==> src/rtl/mult32_seq.sv <==
// Sequential unsigned shift-add multiplier, one partial product per clock.
// Start/busy/done handshake; product holds the last completed result.
module mult32_seq #(
  parameter int WIDTH = 32
) (
  input  logic               clk,
  input  logic               reset,
  input  logic               start,
  input  logic [WIDTH-1:0]   a,
  input  logic [WIDTH-1:0]   b,
  output logic               busy,
  output logic               done,
  output logic [2*WIDTH-1:0] product
);

  localparam int CW = $clog2(WIDTH) + 1;

  typedef enum logic [1:0] {
    IDLE,
    RUN,
    DONE
  } state_t;

  state_t               state_q, state_d;
  logic [WIDTH-1:0]     mcand_q, mcand_d;
  logic [WIDTH-1:0]     acc_q, acc_d;
  logic [WIDTH-1:0]     mplier_q, mplier_d;
  logic [CW-1:0]        count_q, count_d;
  logic [2*WIDTH-1:0]   product_q, product_d;
  logic [WIDTH:0]       sum;
  logic [2*WIDTH-1:0]   shifted;
  logic                 last;

  // One partial-product add with carry kept, then shift {sum,mplier} right.
  assign sum     = {1'b0, acc_q} + (mplier_q[0] ? {1'b0, mcand_q} : '0);
  assign shifted = {sum, mplier_q[WIDTH-1:1]};
  assign last    = (count_q == CW'(WIDTH - 1));

  // State register.
  always_ff @(posedge clk or posedge reset) begin
    if (reset) state_q <= IDLE;
    else       state_q <= state_d;
  end

  // Next-state logic; start only matters in IDLE.
  always_comb begin
    state_d = state_q;
    unique case (state_q)
      IDLE:    if (start) state_d = RUN;
      RUN:     if (last)  state_d = DONE;
      DONE:    state_d = IDLE;
      default: state_d = IDLE;
    endcase
  end

  // Datapath next values: load on accept, iterate in RUN.
  always_comb begin
    mcand_d   = mcand_q;
    acc_d     = acc_q;
    mplier_d  = mplier_q;
    count_d   = count_q;
    product_d = product_q;
    if (state_q == IDLE && start) begin
      mcand_d  = a;
      acc_d    = '0;
      mplier_d = b;
      count_d  = '0;
    end else if (state_q == RUN) begin
      acc_d    = shifted[2*WIDTH-1:WIDTH];
      mplier_d = shifted[WIDTH-1:0];
      count_d  = count_q + 1'b1;
      if (last) product_d = shifted;
    end
  end

  // Datapath registers.
  always_ff @(posedge clk or posedge reset) begin
    if (reset) begin
      mcand_q   <= '0;
      acc_q     <= '0;
      mplier_q  <= '0;
      count_q   <= '0;
      product_q <= '0;
    end else begin
      mcand_q   <= mcand_d;
      acc_q     <= acc_d;
      mplier_q  <= mplier_d;
      count_q   <= count_d;
      product_q <= product_d;
    end
  end

  assign busy    = (state_q == RUN);
  assign done    = (state_q == DONE);
  assign product = product_q;

endmodule

==> config.mk <==
export PLATFORM = sky130hd
export DESIGN_NAME = mult32_seq
export DESIGN_NICKNAME = d
export VERILOG_FILES = /design/src/rtl/mult32_seq.sv
export SDC_FILE = /design/constraint.sdc
export NUM_CORES = 1
export LEC_CHECK = 0
export ABC_AREA = 1
export CORE_MARGIN = 5
export CORE_UTILIZATION = 35
export DETAILED_ROUTE_END_ITERATION = 6
export DONT_BUFFER_PORTS = 1
export HOLD_SLACK_MARGIN = 0.08
export PLACE_DENSITY = 0.5
export RECOVER_POWER = 100
export SKIP_CTS_REPAIR_TIMING = 1
export SLEW_MARGIN = 20
export SYNTH_ARGS = -nofsm -noshare
export SYNTH_HDL_FRONTEND = slang
export SYNTH_SLANG_ARGS = --single-unit
export TNS_END_PERCENT = 1
==> constraint.sdc <==
create_clock -name clk -period 7.2 [get_ports clk]
set_input_delay 1.8 -clock clk [delete_from_list [all_inputs] [get_ports clk]]
set_output_delay 1.8 -clock clk [all_outputs]
set_load 0.01 [all_outputs]
==> flow_summary.yaml <==
die:
  die_h_um: 171
  dieWidth_um: 171
  start_util: 0.352
  ios: 133
  rows: 59
  coreArea_um2: 25800
  die_area_um2: 29300
logic_synthesis:
  ys_types: 34
  seq_area_frac_synth: 0.462
  syn-cell-area_um2: 9100
  avgSynthCellArea_um2: 7.33
  yosys_register_bits: 168
  yosys_warnings: 0
  synth_ff_type: "dfrtp_1"
  synth_nets: 1342
  syn_inst: 1241
  synth-async-reset-ratio: 1.00
  synth_edf_count: 0
cts:
  clock-sinks: 168
  clk_latency_ns: 0.44
  cts_tree: "yes"
  htreeDepth: 4
  cts_buffer_depth: 2
  clockRootBuffer: "clkbuf_16"
  numCtsBuffers: 17
  clkTransAtPathRegs_ns: 0.08
placed_design:
  gp_congestion: 0.875
  dpl.cell_count: 1543
  port_buffers: 0
  dp_hpwl_um: 17700
worst_setup_path:
  worst_setup_path_start_kind: "primary input"
  worstSetupEndpointType: "flip-flop"
  reg2reg_depth: 7
  r2r_slack_ns: 2.50
  r2r_end: "product[4]"
  critPathArrivalTime_ns: 5.35
  critPathKind: "in2reg"
  crit_required_ns: 7.52
  crit_start: "start"
  cp_max_fo: 34
  r2r-start: "state_q[1]"
worst_hold_path:
  min_path_type: "reg2reg"
  min_from: "mcand_q[31]"
  min_to: "mcand_q[31]"
  holdPathStages: 2
global_route:
  grt_pass1_wl_um: 39900
  grt_usage: 0.172
  grt_max_degree: 105
  grt-ovfl-total: 0
  grt_pass1_vias: 7341
  antenna_found_initial: 1
job:
  max_cap_viol_count: 3
sta:
  slew_headroom: -0.256
  worst_pin_slew_ns: 1.88
  rsz0062_at_grt: "false"
  min_period_over_period: 0.697
  setup_viol: 0
  finClkSkew_ns: 0.0182
  slew_violations: 88
  finalHoldViolations: 0
  fin_tns_setup_ns: 0
  final.min_clock_period_ns: 5.02
  clock.fmax_mhz: 199
routing:
  route.detailed.drc: 0
  post_drt_wl_per_cell_um: 15.5
  ant_nets: 0
  viasPerCell: 4.67
  drt_iter0_markers: 439
  drt-total-wl_um: 24500
  vias: 7353
  drt-pass1-iter-count: 5
layout:
  instances_no_fill: 1576
  final_layout_size_suffix_gt1_frac: 0.0355
  layout_commonest_cell: "nand2_1"
  fin_util: 0.386
  nets: 1328
  mostFrequentLayoutCells: "550 x nand2_1, 188 x inv_1, 168 x dfrtp_1"
  area_growth_pct: 9.64
power:
  p_leak_nw: 5.58
  comb_power_share: 0.437
  total_power_mw: 4.66
  switching_share: 0.456
  ir_drop_uv: 182
  p_clk_frac: 0.209
  power_frac_seq: 0.354
  p_int_mw: 2.54
  cellPowerDensity_nw_per_um2: 467
  p_sw_mw: 2.13
outcome:
  status: "finished with violations"
  violations: "max-capacitance violations, max-slew violations"
Yosys cell counts, types with 2 or more instances:
| cell | number | share of area |
|---|---|---|
| nand2_1 | 550 | 0.23 |
| inv_1 | 188 | 0.078 |
| dfrtp_1 | 168 | 0.46 |
| nand3_1 | 57 | 0.031 |
| nor2_1 | 50 | 0.021 |
| o21ai_0 | 40 | 0.022 |
| ha_1 | 33 | 0.045 |
| o221ai_1 | 31 | 0.030 |
| a21oi_1 | 21 | 0.012 |
| clkbuf_1 | 17 | 0.0070 |
| o21ai_1 | 15 | 0.0082 |
| buf_2 | 12 | 0.0066 |
| xnor2_1 | 8 | 0.0077 |
| nand3b_1 | 6 | 0.0049 |
| buf_1 | 5 | 0.0021 |
| buf_6 | 5 | 0.0062 |
| o21ai_2 | 5 | 0.0048 |
| xor2_1 | 5 | 0.0048 |
| inv_2 | 3 | 0.0012 |
| nor3_1 | 3 | 0.0016 |
| a22o_1 | 2 | 0.0019 |
| and2_1 | 2 | 0.0014 |
| nand2_2 | 2 | 0.0014 |
| nand4_1 | 2 | 0.0014 |
| o211ai_1 | 2 | 0.0016 |
logic make-up after synthesis:
| family | count (synthesis) | share of synthesized area |
|---|---|---|
| compound gates | 120 | 0.0833 |
| xor+xnor | 13 | 0.0125 |
| buf+inv | 231 | 0.101 |
| fa+ha+maj | 34 | 0.0476 |
| flops | 168 | 0.462 |
| simple gates | 675 | 0.293 |
state kept, by name, indices dropped and copies added, names as in the netlist:
signal,count
product,64
acc_q,32
mcand_q,32
mplier_q,32
count_q,6
state_q,2
how the worst max path moves through the flow:
stage	slack [ns]	end	cells past startpoint
after floorplan	0.85	acc_q[0]	1
after global placement	3.63	mplier_q[0]	7
after detailed placement	3.59	mplier_q[8]	6
after CTS	3.36	busy	4
after global routing	1.76	mplier_q[4]	6
final	2.18	mplier_q[4]	6
metrics by stage:
step,setup slack (ns),hold WS (ns),area [um2]
after floorplan,0.853,0.449,9100
after global placement,3.63,0.463,9380
after detailed placement,3.59,0.465,9380
after CTS,3.36,0.486,10000
after global routing,1.76,0.501,9980
final,2.18,0.480,9980
layout make-up:
| class | count | area, um2 |
|---|---|---|
| tap | 335 | 419 |
| fill | 2753 | 15900 |
| sequential | 168 | 4200 |
| clock inverter | 15 | 211 |
| inverter | 191 | 723 |
| antenna | 1 | 2.50 |
| clock buffer | 17 | 425 |
| multi-input combinational | 842 | 3950 |
| timing repair buffer | 7 | 45.0 |
critical path, cell delays in order:
cell and delay (ns):
nand2_1 0.05, clkbuf_1 1.21, inv_1 1.02, nor2_1 0.35
inv_1 0.51, o221ai_1 0.37
routing by layer:
metal | global-route usage | routed length (um)
met3 | 0.0526 | 1610
met4 | 0.0437 | 345
met5 | 0 | 0
met1 | 0.233 | 11200
met2 | 0.272 | 11300
power by group through the flow:
stage	registers, mW	logic [mW]	clock network, mW
after detailed placement	1.67	2.08	0
after CTS	1.66	2.09	1.00
final	1.65	2.04	0.976
after global routing	1.71	2.37	1.05
after floorplan	1.59	1.61	0
after global placement	1.67	2.04	0
(Power assumes the default switching activity.)
==> RTL edit 1, RTL diff (same settings) <==
Put a register stage on the outputs `busy` and `done`, without a reset. The values now appear one clock later. The other outputs are not delayed to match.
--- a/src/rtl/mult32_seq.sv
+++ b/src/rtl/mult32_seq.sv
@@ -91,6 +91,8 @@
   end
 
-  assign busy    = (state_q == RUN);
-  assign done    = (state_q == DONE);
+  always_ff @(posedge clk) begin
+    busy <= (state_q == RUN);
+    done <= (state_q == DONE);
+  end
   assign product = product_q;
 
Formal check against the unedited RTL: not equivalent (Yosys sat finds a counterexample within 4 cycles, from zero or initial values and one cycle with reset high).
==> RTL edit 1 against the original RTL <==
The flow still finishes with violations (max-capacitance violations, max-slew violations); area after synthesis grew 0.27%; routed wire length shrank 0.30%; synthesized cell count shrank 0.73%; setup slack lost 0.14 ns; sequential cell count grew 2; total power grew 0.78%; first-iteration DRC count grew 11%; final area grew 0.24%; critical path type is now reg -> reg.
==> RTL edit 1: results (changes against the original RTL) <==
status: "finished with violations"  # unchanged
failed_checks: "max-capacitance violations, max-slew violations"  # unchanged
synth_cell_types: 35  # was 34
p_leak_nw: 5.55  # was 5.58 nW
grt_start_max_net_pins: 78  # was 105
ir_worst_vdd_mv: 0.150  # was 0.182 mV
p_comb_share_pct: 43.5  # was 43.7%
synthTopCellsByArea: "dfrtp_1 46%, nand2_1 22%, inv_1 7.5%"  # was dfrtp_1 46%, nand2_1 23%, inv_1 7.8%
clock_latency_ns: 0.43
grt_usage_pct: 17.1  # was 17.2%
wl_um: 24400  # was 24500 µm
startpoint: "state_q[1]"  # was start
nNetsFinal: 1319  # was 1328
ys_seq_area_share_pct: 46.5  # was 46.2%
clock_path_buffers: 2  # unchanged
numCtsBuffers: 17  # unchanged
drv_slew: 268  # was 88
via_count: 7395  # was 7353
worst_r2r_path_depth: 7  # unchanged
routed.top_layer: "met4"  # unchanged
whs_ns: 0.473  # was 0.480 ns
yosysWarnings: 0  # unchanged
layout-drive-gt1-share_pct: 3.66  # was 3.55%
grt_pass1_wl_um: 39800  # was 39900 µm
r2r_end: "product[44]"  # was product[4]
clk_pin_slew_worst_paths_ns: 0.08  # about the same
crit_path_max_fanout: 77  # was 34
ff2ff_setup_slack_ns: 2.04  # was 2.50 ns
hpwl_um: 17600  # was 17700 µm
p_switching_mw: 2.11  # was 2.13 mW
htreeDepth: 4  # unchanged
rr_startpoint: "state_q[1]"  # unchanged
route.layer.met1.wl_um: 11700  # was 11200 µm
met3WireLength_um: 1460  # was 1610 µm
synthFlopType: "dfrtp_1"  # unchanged
antenna_found_initial: 0  # was 1
drv_cap: 5  # was 3
diodes: 0  # was 1
finClkSkew_ns: 0.0150  # was 0.0182 ns
dr_wl_met2_um: 10800  # was 11300 µm
io_buffers: 0  # unchanged
min_from: "state_q[0]"  # was mcand_q[31]
largest_reg_flops: 64  # unchanged
place.gp.congestion: 0.890  # was 0.875
hp-class: "reg -> reg"  # unchanged
first_pass_iters: 6  # was 5
hold_depth: 1  # was 2
synthArstFlopShare_pct: 98.8  # was 100%
root_buffer: "clkbuf_16"  # unchanged
arrival_ns: 5.44  # was 5.35 ns
synth_common_cells: "532 x nand2_1, 182 x inv_1, 168 x dfrtp_1"  # was 550 x nand2_1, 188 x inv_1, 168 x dfrtp_1
hold_end: "done"  # was mcand_q[31]
pre_cts_ws_ns: 3.24  # was 3.59 ns
drt_iter0_drc: 488  # was 439
worst_pin_slew_ns: 3.11  # was 1.88 ns
-- RTL edit 1: cell families after synthesis --
kind of cell    share of synthesized area (%)
simple gates                             29.1
buf+inv                                  9.91
flops                                    46.5
xor+xnor                                 1.34
compound gates                           8.35
fa+ha+maj                                4.74
-- RTL edit 1: metal layers --
layer  vias to the layer above  track usage, %
met5                         -               0
met4                         0            4.31
met3                        25            4.46
met2                       147            26.4
met1                      3443            24.1
li1                       3780               -
-- RTL edit 1: cell type report --
class	count	area, µm²
flip-flops and latches	170	4240
repair buffers	7	42.5
well taps	335	419
clock buffers	17	425
clock inverters	15	213
inverters	184	693
fillers	2778	15800
multi-input cells	838	3970
-- RTL edit 1: worst max path at each step --
stage	slack [ns]	cells after the start	to
after global routing	1.51	7	product[5]
after global placement	3.26	7	mplier_q[26]
after floorplan	0.85	1	acc_q[0]
final	2.04	7	product[44]
after detailed placement	3.24	7	product[40]
after CTS	3.22	7	product[44]
-- RTL edit 1: worst max-delay path, stage by stage (launching register included) --
cell and delay [ns]:
dfrtp_1 0.42, nor2_4 0.64, inv_1 0.91, nor2_4 0.86
clkinvlp_2 1.15, buf_4 0.69, nand2_1 0.14, o21ai_0 0.08
-- RTL edit 1: stage by stage --
stage / cells / utilization (%) / cell area, µm² / total power, mW
4_1_cts: 1566 / 38.8 / 10000 / 4.76
6_report: 1566 / 38.7 / 10000 / 4.70
5_1_grt: 1566 / 38.7 / 10000 / 5.15
2_1_floorplan: 1232 / - / 9130 / 3.21
3_3_place_gp: 1534 / 36.4 / 9390 / 3.73
3_5_place_dp: 1534 / 36.4 / 9390 / 3.76
==> RTL edit 2, RTL diff (same settings) <==
Without the edit above. The parameter `WIDTH` goes from 32 to 16.
--- a/src/rtl/mult32_seq.sv
+++ b/src/rtl/mult32_seq.sv
@@ -2,5 +2,5 @@
 // Start/busy/done handshake; product holds the last completed result.
 module mult32_seq #(
-  parameter int WIDTH = 32
+  parameter int WIDTH = 16
 ) (
   input  logic               clk,
Ports: changed (resized a, b and product); port bits go from 133 to 69. The function was not compared with the original's and may differ.
==> RTL edit 2 against the original RTL <==
The run still ends with max-capacitance violations, max-slew violations left; routed wire length down 58%; highest routed layer unchanged; sequential cell count down 81; worst hold slack worse by 0.0023 ns; final area down 51%; total power down 53%; first-iteration DRC count down 45%; area after synthesis down 51%; setup slack better by 0.60 ns.
==> RTL edit 2: results (changes against the original RTL) <==
use_met3_pct: 3.43  # was 5.26%
hpwl_um: 7530  # was 17700 µm
via_count: 3418  # was 7353
vias_per_cell: 4.64  # was 4.67
whs_ns: 0.478  # was 0.480 ns
use_met2_pct: 21.5  # was 27.2%
finClkSkew_ns: 0.00984  # was 0.0182 ns
ir_worst_vdd_mv: 0.135  # was 0.182 mV
place.gp.congestion: 0.860  # was 0.875
grt_start_max_net_pins: 54  # was 105
p_comb_share_pct: 39.7  # was 43.7%
syn_nets: 618  # was 1342
ff2ff_setup_slack_ns: 2.78  # was 2.50 ns
pre_cts_ws_ns: 4.24  # was 3.59 ns
crit_path_max_fanout: 53  # was 34
hold_end: "mcand_q[8]"  # was mcand_q[31]
arrival_ns: 4.64  # was 5.35 ns
min_from: "mcand_q[8]"  # was mcand_q[31]
p_switching_mw: 0.922  # was 2.13 mW
failed_checks: "max-capacitance violations, max-slew violations"  # unchanged
synth_cell_types: 31  # was 34
grt_usage_pct: 15.0  # was 17.2%
ys_seq_area_share_pct: 48.8  # was 46.2%
clock_latency_ns: 0.34  # was 0.44 ns
met3WireLength_um: 624  # was 1610 µm
synthCells: 564  # was 1241
layout-drive-gt1-share_pct: 4.61  # was 3.55%
synthTopCellsByArea: "dfrtp_1 49%, nand2_1 20%, inv_1 6.3%"  # was dfrtp_1 46%, nand2_1 23%, inv_1 7.8%
placed_cell_area_um2: 4580  # was 9380 µm²
fill_cells: 1293  # was 2753
drv_cap: 2  # was 3
status: "finished with violations"  # unchanged
first_pass_iters: 4  # was 5
drv_slew: 97  # was 88
placed_cells: 720  # was 1543
nNetsFinal: 613  # was 1328
synth_common_cells: "237 x nand2_1, 87 x dfrtp_1, 75 x inv_1"  # was 550 x nand2_1, 188 x inv_1, 168 x dfrtp_1
drt_iter0_drc: 242  # was 439
==> RTL edit 2: cell count changes in the layout (fill, tap and decap cells not counted), sizes merged, moves of 29 or more <==
cell   change
dfrtp     -81
inv      -118
nor2      -37
nand3     -29
nand2    -309
o21ai     -32
==> RTL edit 2: area by class of cell <==
type                       count  area (µm²)  share of cell area, %
clock inverter                 7        91.3                   1.88
inverter                      79         300                   6.17
clock buffer                   9         225                   4.63
tap                          172         215                   4.42
timing repair buffer           1        7.51                  0.154
multi-input combinational    381        1850                   38.0
sequential                    87        2180                   44.7
==> RTL edit 2: cells by family (layout without fill, tap and decap cells) <==
| family | after synthesis | count (layout) | share of synthesized area, % |
|---|---|---|---|
| and+or+nand+nor | 302 | 302 | 28.0 |
| buffers and inverters | 96 | 96 | 9.03 |
| DFF | 87 | 87 | 48.8 |
| AOI/OAI and AO/OA | 56 | 56 | 7.85 |
| adders and majority gates | 19 | 19 | 5.50 |
| xor gates and xnor gates | 4 | 4 | 0.785 |
==> RTL edit 2: worst max path at each step <==
| stage | slack, ns | start | depth (start not counted) | endpoint |
|---|---|---|---|---|
| 2_1_floorplan | 3.15 | reset | 1 | acc_q[0] |
| 3_3_place_gp | 4.27 | reset | 2 | product[27] |
| 3_5_place_dp | 4.24 | reset | 2 | product[25] |
| 4_1_cts | 4.01 | state_q[1] | 3 | busy |
| 5_1_grt | 2.19 | state_q[1] | 7 | product[30] |
| 6_report | 2.78 | state_q[1] | 7 | product[30] |
==> RTL edit 2: critical path, cell delays in order, from the launching register on <==
cell,delay [ns]
dfrtp_1,0.36
inv_1,0.08
nand2_1,0.62
clkinvlp_2,0.98
nand2_1,1.45
inv_2,0.41
nand3_1,0.29
nand2_1,0.07
